==> config.mk <==
export PLATFORM = sky130hd
export DESIGN_NAME = wb_skid_pipeline_reg
export DESIGN_NICKNAME = d
export VERILOG_FILES = /design/src/rtl/wb_skid_pipeline_reg.sv
export SDC_FILE = /design/constraint.sdc
export NUM_CORES = 1
export LEC_CHECK = 0
export BUFFER_PORTS_ARGS = -buffer_cell sky130_fd_sc_hd__buf_2
export CAP_MARGIN = 0
export CORE_UTILIZATION = 53
export CTS_CLUSTER_DIAMETER = 40
export DETAILED_ROUTE_END_ITERATION = 8
export PLACE_DENSITY = 0.88
export SYNTH_ARGS = -nofsm -noshare
export SYNTH_HDL_FRONTEND = slang
export SYNTH_SLANG_ARGS = --single-unit
==> constraint.sdc <==
create_clock -name clk -period 1.97 [get_ports clk]
set_clock_uncertainty 0.1 [all_clocks]
set_input_delay 0.591 -clock clk [delete_from_list [all_inputs] [get_ports clk]]
set_output_delay 0.591 -clock clk [all_outputs]
set_load 0.02 [all_outputs]
==> src/rtl/wb_skid_pipeline_reg.sv <==
// wb_skid_pipeline_reg: MEM/WB pipeline stage with 2-entry skid buffer, flush and saturating stall counter
module wb_skid_pipeline_reg #(
    parameter int DATA_W = 32,
    parameter int RD_W   = 5,
    parameter int CNT_W  = 16
) (
    input  logic              clk,
    input  logic              rst,
    input  logic              flush,
    input  logic              in_valid,
    output logic              in_ready,
    input  logic              in_regwrite,
    input  logic              in_memtoreg,
    input  logic [DATA_W-1:0] in_data_alu,
    input  logic [DATA_W-1:0] in_data_mem,
    input  logic [RD_W-1:0]   in_rd,
    output logic              out_valid,
    input  logic              out_ready,
    output logic              out_regwrite,
    output logic              out_memtoreg,
    output logic [DATA_W-1:0] out_data_alu,
    output logic [DATA_W-1:0] out_data_mem,
    output logic [RD_W-1:0]   out_rd,
    output logic [1:0]        occupancy,
    output logic [CNT_W-1:0]  stall_cnt
);
    localparam int P_W = 2 + 2 * DATA_W + RD_W;

    logic [P_W-1:0]   main_q, main_d, skid_q, skid_d, in_pld;
    logic             main_v_q, main_v_d, skid_v_q, skid_v_d;
    logic [CNT_W-1:0] stall_q, stall_d;
    logic             accept, pop;

    assign in_pld    = {in_regwrite, in_memtoreg, in_data_alu, in_data_mem, in_rd};
    assign in_ready  = ~skid_v_q;
    assign out_valid = main_v_q;
    assign accept    = in_valid & in_ready;
    assign pop       = main_v_q & out_ready;
    assign occupancy = {1'b0, main_v_q} + {1'b0, skid_v_q};
    assign stall_cnt = stall_q;
    assign {out_regwrite, out_memtoreg, out_data_alu, out_data_mem, out_rd} =
        {main_q[P_W-1] & main_v_q, main_q[P_W-2:0]};

    always_comb begin
        main_d   = main_q;
        skid_d   = skid_q;
        main_v_d = main_v_q;
        skid_v_d = skid_v_q;
        stall_d  = (main_v_q & ~out_ready & ~&stall_q) ? stall_q + 1'b1 : stall_q;
        if (flush) begin
            main_v_d = 1'b0;
            skid_v_d = 1'b0;
        end else if (!main_v_q) begin
            main_v_d = accept;
            main_d   = accept ? in_pld : main_q;
        end else if (skid_v_q) begin
            main_d   = pop ? skid_q : main_q;
            skid_v_d = ~pop;
        end else if (pop) begin
            main_v_d = accept;
            main_d   = accept ? in_pld : main_q;
        end else begin
            skid_v_d = accept;
            skid_d   = accept ? in_pld : skid_q;
        end
    end

    // Reset also clears payload so out_* read as zero afterwards; flush leaves it.
    always_ff @(posedge clk) begin
        if (!rst) begin
            main_q   <= '0;
            skid_q   <= '0;
            main_v_q <= 1'b0;
            skid_v_q <= 1'b0;
            stall_q  <= '0;
        end else begin
            main_q   <= main_d;
            skid_q   <= skid_d;
            main_v_q <= main_v_d;
            skid_v_q <= skid_v_d;
            stall_q  <= stall_d;
        end
    end
endmodule

### After elaboration in Yosys (flattened, before gate mapping)

Index checks and enable logic that the tools add are counted.

* add/sub/neg operators: 2
* equal/unequal tests: 1
* multiplexer cells: 10
* bitwise gates (word level): 10
* reductions and logical operators: 5

Operators with widths (number)
* $mux 71: 5
* $add 16x1->16 const B: 1
* $reduce_and 16->1: 1
* $and 1x1->1: 5
* $mux 1: 5
* $not 1->1: 5
* $reduce_and 5->1: 1
* $add 1x1->2: 1
* $ne 2x1->1 const B: 1
* $reduce_and 2->1: 1
* $reduce_or 2->1: 1
* $logic_not 1->1: 1

* register bits: 160
* input bits: 76
* output and inout port bits: 91
* word-level logic and storage cells: 33

### Depth between registers and ports, before layout

Gate-level depths: netlist of the first run.

* depth in word-level cells: 6
* mapped depth: 6

### Worst setup path after synthesis of the first run

Ideal clock, no wire load.

* path kind: register -> register
* start: reg stall_q[0] (netlist: stall_cnt[0])
* end: reg stall_q[1] (netlist: stall_cnt[1])
* data arrival time: 1.708 ns
* data required time: 1.738 ns
* slack: 0.029 ns
* stages on the path, launching flop included: 7
* path through: dfxtp_1 > ha_1 > nand4_1 > nor4_4 > buf_2 > nand3b_1 > a21oi_1

* word-level cells in the longest chain between the ends: 3
* elaborated cells between the ends (all ways): 4
* classes of those cells: add/sub (1); bitwise (1); reduce/logical (2)

Ends and longest elaborated chain
* from (decl): line 31 `logic [CNT_W-1:0] stall_q, stall_d;`
* from (signal assigned): line 81 `stall_q <= stall_d;`
* parallel branches: the longest is 3 deep, another holds $add 16x1->16

Several ways; the timed one is not identified.
A chain may end at the register's enable or synchronous reset.

### Worst setup path in the final report of the first run

* start: reg main_v_q (netlist: out_valid)
* end: out occupancy[0]

* word-level cells in the longest chain between the ends: 1

Ends and longest elaborated chain
* from (decl): line 30 `logic main_v_q, main_v_d, skid_v_q, skid_v_d;`
* from (signal assigned): line 79 `main_v_q <= main_v_d;`
* $add 1x1->2: line 39 `assign occupancy = {1'b0, main_v_q} + {1'b0, skid_v_q};`
* to (decl): line 24 `output logic [1:0] occupancy,`

Every way passes these cells.

==> results by group, run 1 <==
Power
  • Pleak: 3.25 nW
  • Sw Share: 24.3%
  • Sw Pwr: 1.68 mW
  • Clock Power Share: 39.9%
  • PD cells: 879 nW/um^2
  • Comb pwr share: 10.7%
  • Seq pwr share: 49.4%
  • Total power: 6.90 mW
  • Int Pwr: 5.22 mW
  • Worst vdd ir: 0.575 mV

Layout
  • Antenna cells: 0
  • Layout cells sized above 1: 26.6%
  • Final Instance Area: 7850 sq um
  • Cell Count, Final, Fillers Out: 1082
  • Final nets: 985
  • Area growth syn-to-layout: 17.6%
  • Final core occ: 64.6%

Synth
  • Register area share after synthesis: 48.0%
  • Synth Area per Inst: 8.20 sq um
  • Library cells used by synthesis: 40
  • Dominant synthesized flop cell: dfxtp_1
  • Post-Syn Instances: 814
  • Yosys Warn Count: 0
  • Async set or reset register ratio after synthesis: 0%
  • Syn_nets: 892
  • Yosys reg bits: 160
  • Number of synthesized flops with an enable pin: 0
  • Synth Cell Area: 6680 sq um

Floorplanning
  • Die Height: 114 um
  • Initial Util: 54.9%
  • Total core area: 12200 sq um
  • Die width: 114 um
  • DIE AREA: 13000 sq um
  • Ports: 167
  • Placement Rows: 40

GRT
  • Total gr overflow: 0
  • Initial antenna violation count: 0
  • First-pass GRT wire length: 27.6 mm
  • GR Util All Layers: 26.9%
  • Pin count of the biggest net entering global routing: 72
  • Vias in the first global route: 5714

Timing
  • RSZ-0062 raised after global routing: yes
  • Final worst path period share: 97.9%
  • Min Hold Slack: 324 ps
  • Pin slew with the least headroom to its limit: 692 ps
  • Final setup fails: 0
  • Slew HR: 53.9%
  • Max-slew violation count: 0
  • Final worst path period need: 1930 ps
  • Hold Vio Cnt, Final: 0
  • Fmax achieved: 518 MHz

Placed design
  • Buffers on Ports: 166
  • Hpwl dp: 10.8 mm
  • Placed instance area: 7280 sq um
  • RD Place Congestion: 0.810
  • Placed Cells: 1049

Run
  • Maxcap violations: 0

Worst setup path
  • Startpoint Class: flop
  • CP endpoint kind: primary output
  • Critical path arrival: 1240 ps
  • Worst Path Required: 1280 ps
  • Critical path class: reg -> out
  • R2r startpoint: stall_cnt[0]$_SDFFE_PN0P_
  • Reg2Reg Setup Slack: 110 ps
  • CP startpoint: out_valid$_SDFF_PP0_
  • Crit-path max FO: 4

Worst hold path
  • Worst Hold Launch: in_data_mem[6]
  • Worst min-delay path category: in -> reg

CTS
  • Clk_lat worst skew: 410 ps
  • Root buffer cell: clkbuf_16
  • Clock buffer depth: 2
  • H-tree Lvls: 4
  • CTS Buf Count: 17
  • CTS Hold Bufs: 0
  • CTS tree: yes
  • Clk slew on worst S/H paths: 60 ps
  • Clock sinks: 160

Routing
  • # DRC: 0
  • Initial drt markers: 560
  • Routed via count: 6136
  • Vias per Instance: 5.67
  • Routed WL per cell: 16.1 um
  • Post-route ant nets: 0
  • DR pass1 iterations: 5
  • Routed WL: 17.5 mm

Outcome
  • Outcome: completed
[registers in the layout (all words and copies together), names as in the netlist]
register,count
main_q,71
skid_q,71
stall_cnt,16
out_valid,1
skid_v_q,1
[path summary, 6_finish.rpt]
path	end	depth (start not counted)
worst max-delay path	occupancy[0]	3
worst min-delay path	skid_q[11]$_SDFFE_PN0P_	3
worst max register to register	stall_cnt[4]$_SDFFE_PN0P_	6
worst min register to register	skid_q[69]$_SDFFE_PN0P_	2
[metal layers]
layer | GRT usage [%] | up-vias | share of wire (%)
li1 | - | 2986 | -
met1 | 32.7 | 2856 | 42
met2 | 45.5 | 265 | 49
met3 | 6.51 | 29 | 7.3
met4 | 11.2 | 0 | 1.7
met5 | 0 | - | 0
[layout make-up]
class / count / area [sq um]
well taps: 168 / 210
repair buffers: 207 / 1240
clock inverters: 3 / 15.0
clock buffers: 23 / 458
fillers: 1030 / 4310
inverters: 3 / 11.3
flip-flops and latches: 160 / 3210
multi-input cells: 518 / 2710
[power groups by stage]
stage | sequential (mW) | combinational, mW | clock (mW)
after global routing | 3.42 | 0.798 | 2.95
after global placement | 3.48 | 0.697 | 0
after detailed placement | 3.48 | 0.710 | 0
final | 3.41 | 0.739 | 2.75
after floorplan | 3.47 | 0.536 | 0
after CTS | 3.41 | 0.720 | 2.81
[per-stage QoR]
step           TNS [ps]  setup WS (ps)
5_1_grt           -7.84          -7.84
3_5_place_dp      -4660           -159
6_report              0           40.9
2_1_floorplan         0           29.3
3_3_place_gp       -109          -23.8
4_1_cts               0           22.3
[cell families after synthesis]
| group | Yosys count | share of synthesized area (%) |
|---|---|---|
| multiplexers | 3 | 0.450 |
| buffers and inverters | 136 | 11.9 |
| adder cells (fa/ha/maj) | 2 | 0.375 |
| AO/OA/AOI/OAI | 320 | 26.4 |
| AND/OR/NAND/NOR | 193 | 12.9 |
| flip-flops | 160 | 48.0 |
[worst max-delay path, stage by stage, from the launching register on]
cell	delay, ps
dfxtp_2	320
buf_6	120
ha_4	270
buf_6	120
[cells in the final DEF (no fill, tap or decap), drive strengths merged, types with 3 or more instances in the layout]
master / Yosys / layout
a211oi: 3 / 3
a21oi: 152 / 152
and3: 3 / 3
buf: 86 / 206
clkbuf: 47 / 24
clkinv: 0 / 3
dfxtp: 160 / 160
inv: 3 / 3
mux2i: 3 / 3
nand2: 154 / 154
nand2b: 7 / 7
nand3: 4 / 4
nand4: 6 / 6
nor2: 4 / 4
o21ai: 80 / 80
o22ai: 71 / 71
o311a: 4 / 4
or3: 6 / 6
[cell usage after synthesis (2+ instances only)]
| cell type | count | area [sq um] |
|---|---|---|
| dfxtp_1 | 160 | 3200 |
| nand2_1 | 153 | 574 |
| a21oi_1 | 152 | 761 |
| o21ai_0 | 78 | 390 |
| o22ai_1 | 71 | 444 |
| buf_4 | 69 | 518 |
| clkbuf_1 | 47 | 176 |
| buf_2 | 14 | 70.1 |
| nand2b_1 | 7 | 43.8 |
| or3_1 | 6 | 37.5 |
| nand4_1 | 5 | 31.3 |
| nor2_1 | 4 | 15.0 |
| o311a_1 | 4 | 40.0 |
| and3_1 | 3 | 18.8 |
| mux2i_1 | 3 | 30.0 |
| nand3_1 | 3 | 15.0 |
| a211oi_1 | 2 | 15.0 |
| a41o_1 | 2 | 20.0 |
| and4_1 | 2 | 17.5 |
| buf_1 | 2 | 7.51 |
| ha_1 | 2 | 25.0 |
| inv_1 | 2 | 7.51 |
| o21ai_1 | 2 | 10.0 |
| o311ai_0 | 2 | 17.5 |
| o31ai_1 | 2 | 15.0 |
| o41ai_1 | 2 | 17.5 |
| or4_1 | 2 | 15.0 |
[what timing repair did]
action	CTS	global route
pin swaps	0	3
gates cloned	0	1
buffers inserted	1	5
gates resized for setup	5	2
setup endpoints to repair	2	9
Note: power is estimated with default switching activity, not from simulation.
==> run 2, diff against run 1 <==
--- a/config.mk
+++ b/config.mk
@@ -7,10 +7,13 @@
 export LEC_CHECK = 0
 export BUFFER_PORTS_ARGS = -buffer_cell sky130_fd_sc_hd__buf_2
 export CAP_MARGIN = 0
-export CORE_UTILIZATION = 53
+export CELL_PAD_IN_SITES_DETAIL_PLACEMENT = 1
+export CELL_PAD_IN_SITES_GLOBAL_PLACEMENT = 2
+export CORE_UTILIZATION = 30
 export CTS_CLUSTER_DIAMETER = 40
 export DETAILED_ROUTE_END_ITERATION = 8
-export PLACE_DENSITY = 0.88
+export GPL_TIMING_DRIVEN = 0
+export PLACE_DENSITY = 0.86
 export SYNTH_ARGS = -nofsm -noshare
 export SYNTH_HDL_FRONTEND = slang
 export SYNTH_SLANG_ARGS = --single-unit
==> run 2 against run 1 <==
Via count increased by 4.2%; combinational power increased by 17%; clock power increased by 27%; non-clock buffer count increased by 99; utilization decreased by 25 points.
==> results by group, run 2 (synthesized netlist as in run 1, its figures left out) <==
Power
  • Worst vdd ir: 0.465 mV (-19%)
  • Total power: 7.76 mW (+12%)
  • PD cells: 903 nW/um^2 (+2.7%)
  • Pleak: 3.66 nW (+13%)

Worst setup path
  • R2R depth: 5 (-1)
  • Worst Path Required: 1280 ps (about the same)
  • Crit-path max FO: 8 (+4)
  • Critical path class: reg -> out
  • Critical path arrival: 1240 ps (about the same)
  • R2r startpoint: stall_cnt[5]$_SDFFE_PN0P_
  • Startpoint Class: flop
  • Reg2Reg Setup Slack: 90 ps (-20 ps)
  • CP endpoint kind: primary output
  • Reg2Reg Capture Point: stall_cnt[15]$_SDFFE_PN0P_

CTS
  • Root buffer cell: clkbuf_16
  • H-tree Lvls: 4 (unchanged)
  • CTS Buf Count: 17 (unchanged)
  • CTS tree: yes
  • Clock buffer depth: 2 (unchanged)
  • CTS Hold Bufs: 0 (unchanged)
  • Clock sinks: 160 (unchanged)
  • Clk slew on worst S/H paths: 60 ps (about the same)
  • Clk_lat worst skew: 420 ps (about the same)

GRT
  • First-pass GRT wire length: 33.2 mm (+20%)
  • Total gr overflow: 0 (unchanged)
  • Pin count of the biggest net entering global routing: 17 (-76%)
  • Vias in the first global route: 6385 (+12%)
  • GR Util All Layers: 18.8% (-8.1 points)
  • Initial antenna violation count: 1 (+1)

Layout
  • Final core occ: 39.4% (-25 points)
  • Final nets: 1084 (+10%)
  • Area growth syn-to-layout: 28.7%
  • Seq. cell area: 3210 sq um (+0.16%)
  • Fill cells: 2688 (+160%)
  • Area of the multi-input gates: 2690 sq um (-0.65%)
  • Layout cells sized above 1: 31.8% (+5.2 points)
  • Most frequent cells in the layout: buf_2 (175), dfxtp_1 (156), nand2_1 (153), a21oi_1 (152), o21ai_0 (78)
  • Cell Count, Final, Fillers Out: 1299 (+20%)
  • Most common cell after layout, fill and taps aside: buf_2

Timing
  • Hold Vio Cnt, Final: 0 (unchanged)
  • Pin slew with the least headroom to its limit: 609 ps (-82.6 ps)
  • Slew HR: 59.4% (+5.5 points)
  • Worst path setup slack after routing: 43.3 ps (+2.40 ps)
  • Final worst path period need: 1930 ps (-2.40 ps)
  • Setup total negative slack: 0 ps (unchanged)
  • RSZ-0062 raised after global routing: no
  • Fmax achieved: 519 MHz (+0.12%)
  • Final worst path period share: 97.8% (-0.12 points)
  • Final setup fails: 0 (unchanged)
  • Max-slew violation count: 0 (unchanged)

Floorplanning
  • Die width: 151 um (+32%)
  • DIE AREA: 22900 sq um (+75%)
  • Placement Rows: 54 (+35%)
  • Ports: 167 (unchanged)
  • Total core area: 21800 sq um (+79%)
  • Initial Util: 30.6% (-24 points)
  • Die Height: 151 um (+32%)

Placed design
  • RD Place Congestion: 0.762 (-6.0%)
  • Placed Cells: 1260 (+20%)
  • Hpwl dp: 14.8 mm (+38%)
  • Setup Slack @ Placement: -628 ps (-469 ps)
  • Buffers on Ports: 166 (unchanged)

Routing
  • # DRC: 0 (unchanged)
  • Routed WL: 21.3 mm (+22%)
  • Routed WL per cell: 16.4 um (+1.5%)
  • DR pass1 iterations: 5 (unchanged)
  • Initial drt markers: 296 (-47%)
  • Routed via count: 6396 (+4.2%)
  • Post-route ant nets: 0 (unchanged)
  • Vias per Instance: 4.92 (-13%)

Worst hold path
  • Hold-critical path depth: 2 (-1)
  • Hold EP: skid_v_q$_SDFFE_PP0P_
  • Worst min-delay path category: in -> reg
  • Worst Hold Launch: out_ready

Run
  • Maxcap violations: 0 (unchanged)

Outcome
  • Outcome: completed
[run 2: critical path, stage by stage (launching register included)]
cell     delay (ps)
dfxtp_4         380
ha_1            290
buf_2           160
[run 2: how the worst max path moves through the flow]
stage	slack, ps	endpoint	startpoint	depth (start not counted)
floorplan	30	stall_cnt[1]$_SDFFE_PN0P_	stall_cnt[0]$_SDFFE_PN0P_	6
CTS	20	main_q[49]$_SDFFE_PN0P_	out_valid$_SDFF_PP0_	5
global placement	-600	main_q[35]$_SDFFE_PN0P_	out_ready	6
global route	0.9	occupancy[0]	out_valid$_SDFF_PP0_	2
detailed placement	-630	main_q[35]$_SDFFE_PN0P_	out_ready	6
finish	40	occupancy[0]	out_valid$_SDFF_PP0_	2
[run 2: cell type report]
cell class	count	share of cell area, %
well taps	280	4.08
multi-input cells	518	31.3
inverters	3	0.131
flip-flops and latches	160	37.4
diodes	1	0.0291
clock buffers	20	5.32
clock inverters	11	1.79
plain buffers	132	9.57
repair buffers	174	10.4
[run 2: per-stage QoR]
stage               instance area (sq um)  hold slack (ps)
floorplan                            6680              337
CTS                                  8550              291
global route                         8590              310
finish                               8590              305
global placement                     7860              342
detailed placement                   7860              347
[run 2: metal layers]
| layer | vias to the layer above | wire length [um] | track usage [%] |
|---|---|---|---|
| met5 | - | 0 | 0 |
| met4 | 0 | 420 | 6.45 |
| met3 | 31 | 739 | 3.19 |
| met2 | 133 | 10400 | 32.1 |
| met1 | 3042 | 9680 | 23.7 |
| li1 | 3190 | - | - |
[run 2: repair_timing]
action                     CTS  global route
pin swaps                    3             0
setup endpoints to repair  154            63
buffers inserted             7             1
gates resized for setup     16            32
[run 2: power by group]
part	total, mW	internal [mW]	leakage [nW]	switching [mW]
Combinational	0.864	0.362	2.06	0.502
Clock	3.48	2.07	0.293	1.41
Sequential	3.41	3.35	1.31	0.0616
==> run 3, diff against run 2 <==
--- a/config.mk
+++ b/config.mk
@@ -5,15 +5,16 @@
 export SDC_FILE = /design/constraint.sdc
 export NUM_CORES = 1
 export LEC_CHECK = 0
+export ABC_AREA = 1
 export BUFFER_PORTS_ARGS = -buffer_cell sky130_fd_sc_hd__buf_2
 export CAP_MARGIN = 0
 export CELL_PAD_IN_SITES_DETAIL_PLACEMENT = 1
 export CELL_PAD_IN_SITES_GLOBAL_PLACEMENT = 2
-export CORE_UTILIZATION = 30
+export CORE_UTILIZATION = 31
 export CTS_CLUSTER_DIAMETER = 40
 export DETAILED_ROUTE_END_ITERATION = 8
 export GPL_TIMING_DRIVEN = 0
-export PLACE_DENSITY = 0.86
+export PLACE_DENSITY = 0.87
 export SYNTH_ARGS = -nofsm -noshare
 export SYNTH_HDL_FRONTEND = slang
 export SYNTH_SLANG_ARGS = --single-unit
==> run 3 against run 2 <==
Power is 9.9% higher; register-to-register slack better by 50 ps; critical path type is now in -> reg; setup slack worse by 26 ps; sequential power is 1% higher.
==> results by group, run 3 <==
GRT
  • Vias in the first global route: 7536 (+18%)
  • Initial antenna violation count: 1 (unchanged)
  • Total gr overflow: 0 (unchanged)
  • First-pass GRT wire length: 39.7 mm (+19%)
  • Pin count of the biggest net entering global routing: 17 (unchanged)
  • GR Util All Layers: 19.1% (+0.36 points)

Placed design
  • Placed Cells: 1515 (+20%)
  • Buffers on Ports: 166 (unchanged)
  • Hpwl dp: 17.3 mm (+17%)
  • Placed instance area: 9200 sq um (+17%)
  • RD Place Congestion: 0.759 (-0.38%)

Power
  • Pleak: 4.53 nW (+24%)
  • Worst vdd ir: 0.444 mV (-4.4%)
  • PD cells: 853 nW/um^2 (-5.5%)

Synth
  • Post-Syn Instances: 1019 (+25%)
  • Yosys reg bits: 160 (unchanged)
  • Number of synthesized flops with an enable pin: 0 (unchanged)
  • Yosys Warn Count: 0 (unchanged)
  • Cell with the most instances after synthesis: dfxtp_1
  • Async set or reset register ratio after synthesis: 0% (unchanged)
  • Syn_nets: 1097 (+23%)
  • Register area share after synthesis: 40.3% (-7.7 points)
  • Synth top area share: 40.3% (-7.7 points)
  • Top cell type by total area after synthesis: dfxtp_1
  • Synth Cell Area: 7960 sq um (+19%)
  • Synth cell count leaders: dfxtp_1 (160), a21oi_1 (155), nand2_1 (126)
  • Library cells used by synthesis: 27 (-33%)
  • Top cells by area, synth: dfxtp_1 (40%), a21oi_1 (9.7%), nor3_2 (8.8%)
  • Synth Area per Inst: 7.81 sq um (-4.8%)
  • Dominant synthesized flop cell: dfxtp_1

Routing
  • Routed via count: 7418 (+16%)
  • Vias per Instance: 4.79 (-2.8%)
  • Initial drt markers: 192 (-35%)
  • Routed WL per cell: 15.8 um (-3.2%)
  • Post-route ant nets: 0 (unchanged)
  • # DRC: 0 (unchanged)
  • Routed WL: 24.6 mm (+15%)
  • DR pass1 iterations: 4 (-1)

Timing
  • Fmax achieved: 512 MHz (-1.3%)
  • Max-slew violation count: 0 (unchanged)
  • RSZ-0062 raised after global routing: yes
  • Slew HR: 50.9% (-8.4 points)
  • Final worst path period need: 1950 ps (+26.0 ps)
  • Hold Vio Cnt, Final: 0 (unchanged)
  • Pin slew with the least headroom to its limit: 736 ps (+127 ps)
  • Final worst path period share: 99.1% (+1.3 points)
  • Final setup fails: 0 (unchanged)

CTS
  • H-tree Lvls: 4 (unchanged)
  • CTS Buf Count: 17 (unchanged)
  • Clock sinks: 160 (unchanged)
  • CTS tree: yes
  • CTS Hold Bufs: 0 (unchanged)
  • Root buffer cell: clkbuf_16
  • Clock buffer depth: 2 (unchanged)
  • Clk_lat worst skew: 430 ps (about the same)
  • Clk slew on worst S/H paths: 70 ps (about the same)

Worst setup path
  • Buffers and inverters on the worst path: 4 (+3)
  • Crit-path max cell delay: 630 ps (+250 ps)
  • Family with the most delay on the worst path: buffers and inverters
  • Crit-path slowest cell: buf_1
  • Startpoint Class: input pin
  • Worst-path cell chain: buf_2 -> inv_1 -> clkbuf_1 -> buf_1 -> nor3_2
  • Crit-path max FO: 10 (+2)
  • Critical path class: in -> reg
  • CP endpoint kind: flop
  • WP depth: 5 (+3)
  • Critical path arrival: 2140 ps (+900 ps)
  • R2R depth: 8 (+3)
  • Worst Path Required: 2160 ps (+880 ps)

Floorplanning
  • Die Height: 162 um (+7.3%)
  • Ports: 167 (unchanged)
  • Die width: 162 um (+7.3%)
  • DIE AREA: 26300 sq um (+15%)
  • Total core area: 25200 sq um (+15%)
  • Placement Rows: 58 (+7.4%)
  • Initial Util: 31.6% (+1.0 points)

Layout
  • Most common cell after layout, fill and taps aside: buf_2
  • Final Instance Area: 10000 sq um (+16%)
  • Area of the multi-input gates: 3580 sq um (+33%)
  • Final nets: 1285 (+19%)
  • Cell Count, Final, Fillers Out: 1550 (+19%)
  • Seq. cell area: 3210 sq um (about the same)
  • Fill cells: 3098 (+15%)
  • Layout cells sized above 1: 38.3% (+6.5 points)
  • Antenna cells: 0 (-1)
  • Most frequent cells in the layout: buf_2 (183), dfxtp_1 (157), a21oi_1 (155), nand2_1 (126), inv_1 (85)
  • Area growth syn-to-layout: 25.7%

Outcome
  • Outcome: completed

Worst hold path
  • Hold-critical path depth: 3 (+1)
  • Worst min-delay path category: in -> reg

Run
  • Maxcap violations: 0 (unchanged)
## run 3: cell types whose count changed in the layout (fill, tap and decap cells not counted), moves of 22 or more
cell     change
inv_1       +83
o22ai_1     -71
or2_2       +71
a31oi_1     +70
nor3_2      +70
nand2_1     -27
nor2_1      +22
## run 3: logic make-up (layout without fill, tap and decap cells)
group / count (synthesis) / count (layout) / synth area share [%]
XOR/XNOR: 6 / 6 / 0.660
AO/OA/AOI/OAI: 300 / 300 / 20.1
AND/OR/NAND/NOR: 318 / 318 / 23.6
adder cells (fa/ha/maj): 2 / 2 / 0.314
buffers and inverters: 233 / 434 / 15.1
flip-flops: 160 / 160 / 40.3
## run 3: power by group
part	switching [mW]	internal [mW]	total [mW]
registers	0.0839	3.37	3.46
logic	0.667	0.452	1.12
clock network	1.47	2.48	3.95
## run 3: stage by stage
stage	utilization, %	total power [mW]	setup TNS [ps]	hold slack (ps)	setup slack, ps
2_1_floorplan	-	4.27	0	368	219
6_report	39.7	8.53	0	316	17.3
5_1_grt	39.7	8.88	-1680	311	-83.6
3_5_place_dp	36.5	4.65	-56000	388	-618
4_1_cts	39.5	8.63	0	302	6.07
3_3_place_gp	36.5	4.62	-54950	376	-567
## run 3: cell type report
cell class                      count  area share, %
Buffer                            145           8.91
Clock inverter                     13           2.45
Sequential cell                   160           32.1
Timing Repair Buffer              169           8.68
Clock buffer                       19           4.53
Inverter                           88           3.33
Multi-Input combinational cell    626           35.8
Tap cell                          330           4.13
## run 3: path summary, 6_finish.rpt
kind                                from                      end  slack, ps
hold / removal           in_data_mem[28]  skid_q[33]$_SDFFE_PN0P_        320
hold reg to reg   main_q[3]$_SDFFE_PN0P_   main_q[3]$_SDFFE_PN0P_        400
setup / recovery                     rst  main_q[38]$_SDFFE_PN0P_         20
setup reg to reg    out_valid$_SDFF_PP0_  main_q[48]$_SDFFE_PN0P_        140
## run 3: layer usage
layer  global-route usage (%)  wire, um
met5                        0        11
met4                     4.37       205
met3                     3.27       800
met2                     32.5     11900
met1                     25.2     11600
## run 3: repair_timing
action	4_1_cts	5_1_grt
setup buffers	0	3
resized for setup	17	14
pin swaps	0	2
setup endpoints to repair	82	59
## run 3: worst reg2reg max path, cell delays in order (launching register included)
cell and delay (ps):
dfxtp_4 410, buf_4 130, inv_2 30, nor2_4 190, inv_2 90, buf_6 170, buf_1 260, a31oi_1 280
nor3_2 60
